==> src/rtl/conv_pkg.sv <==
// Shared definitions for the conv832 packer and the conv328 down-converter.
package conv_pkg;

  localparam logic [1:0] MODE_32 = 2'b00;
  localparam logic [1:0] MODE_16 = 2'b01;
  localparam logic [1:0] MODE_8  = 2'b10;

  typedef enum logic {
    ST_IDLE = 1'b0,
    ST_SEND = 1'b1
  } conv_state_t;

  // Bytes carried by one word in the given mode; the reserved code behaves as 8-bit.
  function automatic logic [2:0] nbytes(input logic [1:0] mode);
    case (mode)
      MODE_32: nbytes = 3'd4;
      MODE_16: nbytes = 3'd2;
      default: nbytes = 3'd1;
    endcase
  endfunction

endpackage

==> src/rtl/conv328.sv <==
// 32/16/8-bit word to byte-stream down-converter; first byte 1 cycle after accept, one byte/cycle, MSB first.
// Stalls hold all state; in_ready is combinational from out_ready. Optional out_par under CONV328_PARITY_EN.
module conv328
  import conv_pkg::*;
#(
  parameter int DW = 32,
  parameter int BW = 8
) (
  input  logic          CLK,
  input  logic          ENB,
  input  logic [1:0]    PCLK,
  input  logic [DW-1:0] in,
  input  logic          in_valid,
  output logic          in_ready,
  output logic [BW-1:0] out,
  output logic          out_valid,
`ifdef CONV328_PARITY_EN
  output logic          out_par,
`endif
  input  logic          out_ready
);

  conv_state_t   state;
  logic [DW-1:0] sr;
  logic [1:0]    mode_q;
  logic [1:0]    pos;

  logic [2:0]    nb_q;
  logic          last;
  logic          accept;
  logic [BW-1:0] first_byte;
  logic [1:0]    nxt_pos;
  logic [BW-1:0] nxt_byte;

  // pos counts bytes already presented; the word ends when it reaches nbytes-1.
  assign nb_q     = nbytes(mode_q);
  assign last     = ({1'b0, pos} == (nb_q - 3'd1));
  assign in_ready = ENB & (~out_valid | (last & out_ready));
  assign accept   = in_valid & in_ready;

  always_comb begin
    case (PCLK)
      MODE_32: first_byte = in[31:24];
      MODE_16: first_byte = in[15:8];
      default: first_byte = in[7:0];
    endcase
  end

  // Byte lane index of the next byte within the raw word, counted from bit 0.
  assign nxt_pos  = nb_q[1:0] - 2'd2 - pos;
  assign nxt_byte = sr[{nxt_pos, 3'b000} +: BW];

  always_ff @(posedge CLK or negedge ENB) begin
    if (!ENB) begin
      state     <= ST_IDLE;
      sr        <= '0;
      mode_q    <= MODE_8;
      pos       <= 2'd0;
      out       <= '0;
      out_valid <= 1'b0;
`ifdef CONV328_PARITY_EN
      out_par   <= 1'b0;
`endif
    end else if (accept) begin
      state     <= ST_SEND;
      sr        <= in;
      mode_q    <= PCLK;
      pos       <= 2'd0;
      out       <= first_byte;
      out_valid <= 1'b1;
`ifdef CONV328_PARITY_EN
      out_par   <= ^first_byte;
`endif
    end else begin
      case (state)
        ST_IDLE: begin
          out_valid <= 1'b0;
        end
        ST_SEND: begin
          if (out_ready) begin
            if (last) begin
              state     <= ST_IDLE;
              out_valid <= 1'b0;
            end else begin
              pos       <= pos + 2'd1;
              out       <= nxt_byte;
`ifdef CONV328_PARITY_EN
              out_par   <= ^nxt_byte;
`endif
            end
          end
        end
        default: begin
          state     <= ST_IDLE;
          out_valid <= 1'b0;
        end
      endcase
    end
  end

endmodule

==> config.mk <==
export PLATFORM = sky130hd
export DESIGN_NAME = conv328
export DESIGN_NICKNAME = d
export VERILOG_FILES = /design/src/rtl/conv_pkg.sv /design/src/rtl/conv328.sv
export SDC_FILE = /design/constraint.sdc
export NUM_CORES = 1
export LEC_CHECK = 0
export CAP_MARGIN = 20
export CORE_MARGIN = 2
export CORE_UTILIZATION = 52
export DETAILED_ROUTE_END_ITERATION = 16
export MAX_ROUTING_LAYER = met4
export PLACE_DENSITY = 0.78
export SYNTH_ARGS = -nofsm -noshare
export SYNTH_HDL_FRONTEND = slang
export SYNTH_SLANG_ARGS = --single-unit
==> constraint.sdc <==
create_clock -name CLK -period 3 [get_ports CLK]
set_input_delay 0.45 -clock CLK [delete_from_list [all_inputs] [get_ports CLK]]
set_output_delay 0.45 -clock CLK [all_outputs]
set_load 0.005 [all_outputs]
==> results of run 1 <==
## routing by layer
metal / vias up / track usage, %
li1: 905 / -
met1: 936 / 30.2
met2: 50 / 37.2
met3: 7 / 4.70
met4: 0 / 6.79
met5: - / -
## critical path, cell delays in order (launching register included)
cell,delay (ns)
dfstp_2,0.56
inv_1,0.06
ha_1,0.34
o41ai_4,0.42
and2_1,0.17
clkdlybuf4s50_1,0.49
## worst paths after layout
path,startpoint,to,slack [ns]
worst min register to register,sr[6],sr[6],0.48
worst max register to register,mode_q[1],out[5],0.64
min in group CLK,sr[6],sr[6],0.48
max in group asynchronous,ENB,out[5],2.23
worst min-delay path,ENB,pos[1],0.002
worst max-delay path,mode_q[1],in_ready,0.21
## registers in the layout, summed over array words and instances, names as in the netlist
name       count
state          1
pos            2
sr            32
out_valid      1
out            8
mode_q         2
## Yosys cell counts (all sizes together)
cell    instances
a211oi          1
o311ai          1
mux4            8
and2            1
mux2i           9
buf            13
a31oi           1
o21ai           3
o311a           1
ha              1
nor2            2
clkbuf          3
o41ai           1
inv             3
a22oi           7
a21oi           8
xnor2           3
o211ai          1
or3             1
nor3            4
nand2         113
o21a            1
dfrtp          45
xor2            2
a21o            1
and3            1
nor2b           1
nand3           2
dfstp           1
mux2            9
## layout by cell type, fill, tap and decap left out, types with 2 or more instances in the layout
master / synthesis / final
inv_1: 3 / 3
a21oi_1: 4 / 4
nor3_1: 3 / 3
mux4_2: 8 / 8
clkbuf_1: 3 / 3
mux2i_1: 9 / 9
nor2_1: 2 / 2
a21oi_2: 4 / 4
o21ai_0: 3 / 3
a22oi_2: 4 / 4
a22oi_1: 3 / 3
clkdlybuf4s50_1: 0 / 46
xnor2_1: 2 / 2
buf_4: 5 / 3
mux2_2: 9 / 9
nand2_1: 113 / 113
clkbuf_8: 0 / 5
dfrtp_1: 45 / 45
## logic make-up (layout without fill, tap and decap cells)
logic type,count (synthesis),after routing,synth area share [%]
AND/OR/NAND/NOR,125,125,20.3
flip-flops,46,46,47.0
AO/OA/AOI/OAI,26,26,9.19
multiplexers,26,26,15.2
buffers and inverters,19,62,4.95
XOR/XNOR,5,5,2.86
adder cells (fa/ha/maj),1,1,0.511
## power groups by stage
stage                     clock [mW]  sequential, mW  combinational [mW]
after floorplan                    0            1.07                1.10
after global placement             0            1.11                1.40
after detailed placement           0            1.13                1.44
after CTS                      0.371            1.12                1.45
after global routing           0.401            1.15                1.57
final                          0.365            1.12                1.43
## metrics by stage
| stage | setup slack, ns | hold WS (ns) | cell area, um2 | power, mW | std cells |
|---|---|---|---|---|---|
| 2_1_floorplan | 0.920 | 0.154 | 2450 | 2.17 | 248 |
| 3_3_place_gp | 0.463 | 0.324 | 2910 | 2.51 | 335 |
| 3_5_place_dp | 0.457 | 0.330 | 2910 | 2.57 | 335 |
| 4_1_cts | 0.192 | 0.00645 | 2990 | 2.94 | 343 |
| 5_1_grt | 0.0981 | 0.0177 | 2990 | 3.13 | 343 |
| 6_report | 0.206 | 0.00207 | 2990 | 2.92 | 343 |
## area by class of cell
cell class,instances,area (um2),share of cell area (%)
well taps,52,65.1,2.17
clock buffers,8,80.1,2.67
flip-flops and latches,46,1150,38.5
repair buffers,51,508,17.0
multi-input cells,183,1180,39.3
inverters,3,11.3,0.376
==> metrics.cfg, run 1 <==
[status]
status=finished clean

[route]
drt_iter0_drc=107
routed.top_layer=met4
first_pass_iters=4
vias=1898
postRouteAntennaNets=0
avgRoutedWirePerCell_um=15.5
routed_wl_um=5320
route.met3.wl_um=211
drc=0
wl_met2_um=2720
wl_met1_um=2320
viasPerCell=5.53

[floorplan]
die_x_um=72.6
die_y_um=72.6
io_pins=48
initial_core_util_pct=55.1
coreArea_um2=4440
die-area_um2=5280
row_count=24

[timing]
finalHoldViolCount=0
finalSetupViolations=0
maxSlewViolCount=0
slew_headroom_pct=56.4
worst_slew_pin_slew_ns=0.653
fin_crit_sh_pct=93.1
post-route-min-period_ns=2.79
max_freq_ghz=0.358
grt_setup_unrepaired=false
fin_skew_ns=0.00664
setup_tns_ns=0

[clocking]
cts_setup_buffers=0
cts_tree=done
ctsHoldBuffers=0
post_cts_resized=0
cts_buffer_depth=2
cts_root_buffer=clkbuf_8
cts.sinks=46
clkLatencyLatePin_ns=0.30
cts-buffers-inserted=5
cts.clk_slew.worst_paths_ns=0.08
htree_levels=2

[placement]
port_buffers=47
dpl.hpwl_um=3690
gp_congestion=0.782

[finish]
drive_gt1_share_pct=14.4
final_core_util_pct=67.4
diodes=0
area_growth_pct=22.2
nFillCells=383
fin_nets=329

[power]
p_leak_nw=1.39
netSwitchingPower_mw=1.07
combPwrFrac_pct=49.0
clock_power_share_pct=12.5
ir_drop_mv=0.503
power_density_nw_per_um2=974
p_seq_share_pct=38.5
switching_share_pct=36.7
p_int_mw=1.84

[yosys]
yosysTopAreaCell=dfrtp_1
synth_nets=287
syn-mean-instance-area_um2=9.88
yosys_warnings=0
synth_seq_area_share_pct=47.0
postSynthCellCount=248
synth_top_area_share_pct=46.0
synth.area.top_cells=dfrtp_1 46%, nand2_1 17%, mux4_2 7.4%
synth.distinct_cells=40
synth_seq_cells=46
synth_area_um2=2450

[grt]
grt_pass1_wl_um=9000
overflow=0
antenna_found_initial=0
grt_max_degree=54
grt_pass1_vias=1911
track_usage_pct=23.2

[setup_path]
setup.worst_path.start_class=register
crit_path_max_fanout=4
reg2reg_depth=7
cp-end-kind=primary output
critPathKind=register to primary output
cp.arrival_ns=2.34
crit_required_ns=2.55

[job]
cap_violations=0

[worst_hold_path]
hold_path.class=input port to async pin

Power figures use the tool's default switching activity.
==> run 2, diff against run 1 <==
--- a/config.mk
+++ b/config.mk
@@ -7,10 +7,12 @@
 export LEC_CHECK = 0
 export CAP_MARGIN = 20
 export CORE_MARGIN = 2
-export CORE_UTILIZATION = 52
+export CORE_UTILIZATION = 53
+export CTS_BUF_LIST = sky130_fd_sc_hd__clkbuf_8
 export DETAILED_ROUTE_END_ITERATION = 16
 export MAX_ROUTING_LAYER = met4
-export PLACE_DENSITY = 0.78
+export PLACE_DENSITY = 0.8
+export SETUP_SLACK_MARGIN = 0.1
 export SYNTH_ARGS = -nofsm -noshare
 export SYNTH_HDL_FRONTEND = slang
 export SYNTH_SLANG_ARGS = --single-unit
==> metrics.cfg, run 2 (synthesized netlist as in run 1, its figures left out) <==
[status]
status=finished clean  ; unchanged

[finish]
diodes=0  ; unchanged
final_common_cell=nand2_1  ; unchanged
top_register=sr  ; unchanged
top_regs=sr x32, out x8  ; unchanged
area_growth_pct=23.1  ; was 22.2%
largest_reg_flops=32  ; unchanged
nFillCells=350  ; was 383
drive_gt1_share_pct=15.1  ; was 14.4%
final_cell_mix=113 x nand2_1, 46 x clkdlybuf4s50_1, 45 x dfrtp_1  ; unchanged
fin_nets=330  ; was 329

[clocking]
cts_tree=done  ; unchanged
cts_buffer_depth=2  ; unchanged
htree_levels=2  ; unchanged
cts_setup_buffers=0  ; unchanged
cts.clk_slew.worst_paths_ns=0.08  ; about the same
post_cts_resized=0  ; unchanged
cts-buffers-inserted=5  ; unchanged
cts_root_buffer=clkbuf_8  ; unchanged
cts.sinks=46  ; unchanged
clkLatencyLatePin_ns=0.30  ; about the same

[floorplan]
io_pins=48  ; unchanged
die-area_um2=5180  ; was 5280 um2
die_x_um=72.0  ; was 72.6 um
row_count=24  ; unchanged
coreArea_um2=4410  ; was 4440 um2
die_y_um=72.0  ; was 72.6 um
initial_core_util_pct=55.5  ; was 55.1%

[setup_path]
critPathKind=register to primary output  ; unchanged
endpoint=in_ready  ; unchanged
crit_required_ns=2.55  ; about the same
reg2reg_depth=7  ; unchanged
crit_path_max_fanout=4  ; unchanged
crit_start=mode_q[1]  ; unchanged
setup.worst_path.start_class=register  ; unchanged
cp-end-kind=primary output  ; unchanged
rrSetupSlack_ns=0.64  ; about the same
reg2reg_from=mode_q[1]  ; unchanged
worstReg2RegEnd=out[3]  ; was out[5]
cp.arrival_ns=2.25  ; was 2.34 ns

[route]
drc=0  ; unchanged
drt_iter0_drc=140  ; was 107
viasPerCell=5.53  ; about the same
first_pass_iters=4  ; unchanged
routed_wl_um=5320  ; about the same
postRouteAntennaNets=0  ; unchanged
vias=1901  ; was 1,898
avgRoutedWirePerCell_um=15.5  ; about the same

[timing]
grt_setup_unrepaired=false  ; unchanged
max_freq_ghz=0.370  ; was 0.358 GHz
finalHoldViolCount=0  ; unchanged
finalSetupViolations=0  ; unchanged
post-route-min-period_ns=2.70  ; was 2.79 ns
slew_headroom_pct=55.6  ; was 56.4%
setup_tns_ns=0  ; unchanged
maxSlewViolCount=0  ; unchanged
holdWs_ns=0.477  ; was 0.00207 ns
worst_slew_pin_slew_ns=0.664  ; was 0.653 ns
fin_crit_sh_pct=90.1  ; was 93.1%
fin_skew_ns=0.00708  ; was 0.00664 ns

[power]
power_density_nw_per_um2=974  ; about the same
p_leak_nw=1.40  ; was 1.39 nW
ir_drop_mv=0.445  ; was 0.503 mV

[worst_hold_path]
hold_start=sr[24]
hold_path.class=register to register  ; was input port to async pin

[placement]
gp_congestion=0.804  ; was 0.782
dpl.hpwl_um=3540  ; was 3690 um
port_buffers=47  ; unchanged

[grt]
antenna_found_initial=0  ; unchanged
grt_pass1_wl_um=9140  ; was 9000 um
overflow=0  ; unchanged
track_usage_pct=23.7  ; was 23.2%
grt_pass1_vias=1888  ; was 1,911
grt_max_degree=54  ; unchanged

[job]
cap_violations=0  ; unchanged

## run 2: cell count changes in the layout (fill, tap and decap cells not counted), sizes merged
cell and delta:
clkbuf -2, clkinv +1, dlygate4sd3 +1, inv +1
## run 2: worst min path at each step
stage	end	slack [ns]	cells after the start
3_3_place_gp	out[0]	0.26	1
5_1_grt	sr[25]	0.50	2
2_1_floorplan	mode_q[0]	0.15	0
3_5_place_dp	out[0]	0.26	1
6_report	sr[24]	0.48	2
4_1_cts	sr[25]	0.48	2
## run 2: metrics by stage
| stage | utilization, % | setup slack (ns) | total power [mW] | std cells | cell area (um2) |
|---|---|---|---|---|---|
| final | 68.3 | 0.296 | 2.94 | 344 | 3020 |
| after global routing | 68.3 | 0.201 | 3.16 | 344 | 3020 |
| after CTS | 68.3 | 0.140 | 2.96 | 344 | 3020 |
| after detailed placement | 66.0 | 0.417 | 2.55 | 335 | 2910 |
| after global placement | 66.0 | 0.460 | 2.51 | 335 | 2910 |
| after floorplan | - | 0.920 | 2.17 | 248 | 2450 |
## run 2: what timing repair did
item | in CTS | in global routing
setup endpoints to repair | 0 | 1
endpoints found under the hold margin | 1 | 0
hold buffers | 1 | 0
## run 2: where the power goes
group / switching, mW / total (mW) / internal, mW
logic: 0.672 / 1.43 / 0.763
registers: 0.199 / 1.12 / 0.916
clock network: 0.206 / 0.389 / 0.183
## run 2: worst max-delay path, stage by stage, from the launching register on
cell	delay, ns
dfstp_2	0.57
inv_1	0.06
ha_1	0.34
o41ai_4	0.31
and2_1	0.18
clkdlybuf4s50_1	0.49
## run 2: layout make-up
| class | count | area (um2) | area share, % |
|---|---|---|---|
| Multi-Input combinational cell | 183 | 1180 | 39.0 |
| Clock buffer | 6 | 82.6 | 2.74 |
| Clock inverter | 2 | 8.76 | 0.290 |
| Tap cell | 52 | 65.1 | 2.16 |
| Sequential cell | 46 | 1150 | 38.2 |
| Inverter | 3 | 11.3 | 0.373 |
| Timing Repair Buffer | 52 | 518 | 17.2 |
## run 2: metal layers
metal / vias up / wire length (um) / GRT usage (%)
li1: 906 / - / -
met1: 925 / 2310 / 31.1
met2: 65 / 2690 / 37.9
met3: 5 / 255 / 4.86
met4: 0 / 66 / 6.50
met5: - / 0 / -
==> run 3, diff against run 2 <==
--- a/config.mk
+++ b/config.mk
@@ -5,6 +5,7 @@
 export SDC_FILE = /design/constraint.sdc
 export NUM_CORES = 1
 export LEC_CHECK = 0
+export ABC_CLOCK_PERIOD_IN_PS = 3000
 export CAP_MARGIN = 20
 export CORE_MARGIN = 2
 export CORE_UTILIZATION = 53
==> results of run 3 <==
Final layout, timing and power as in run 2 (identical DEF).
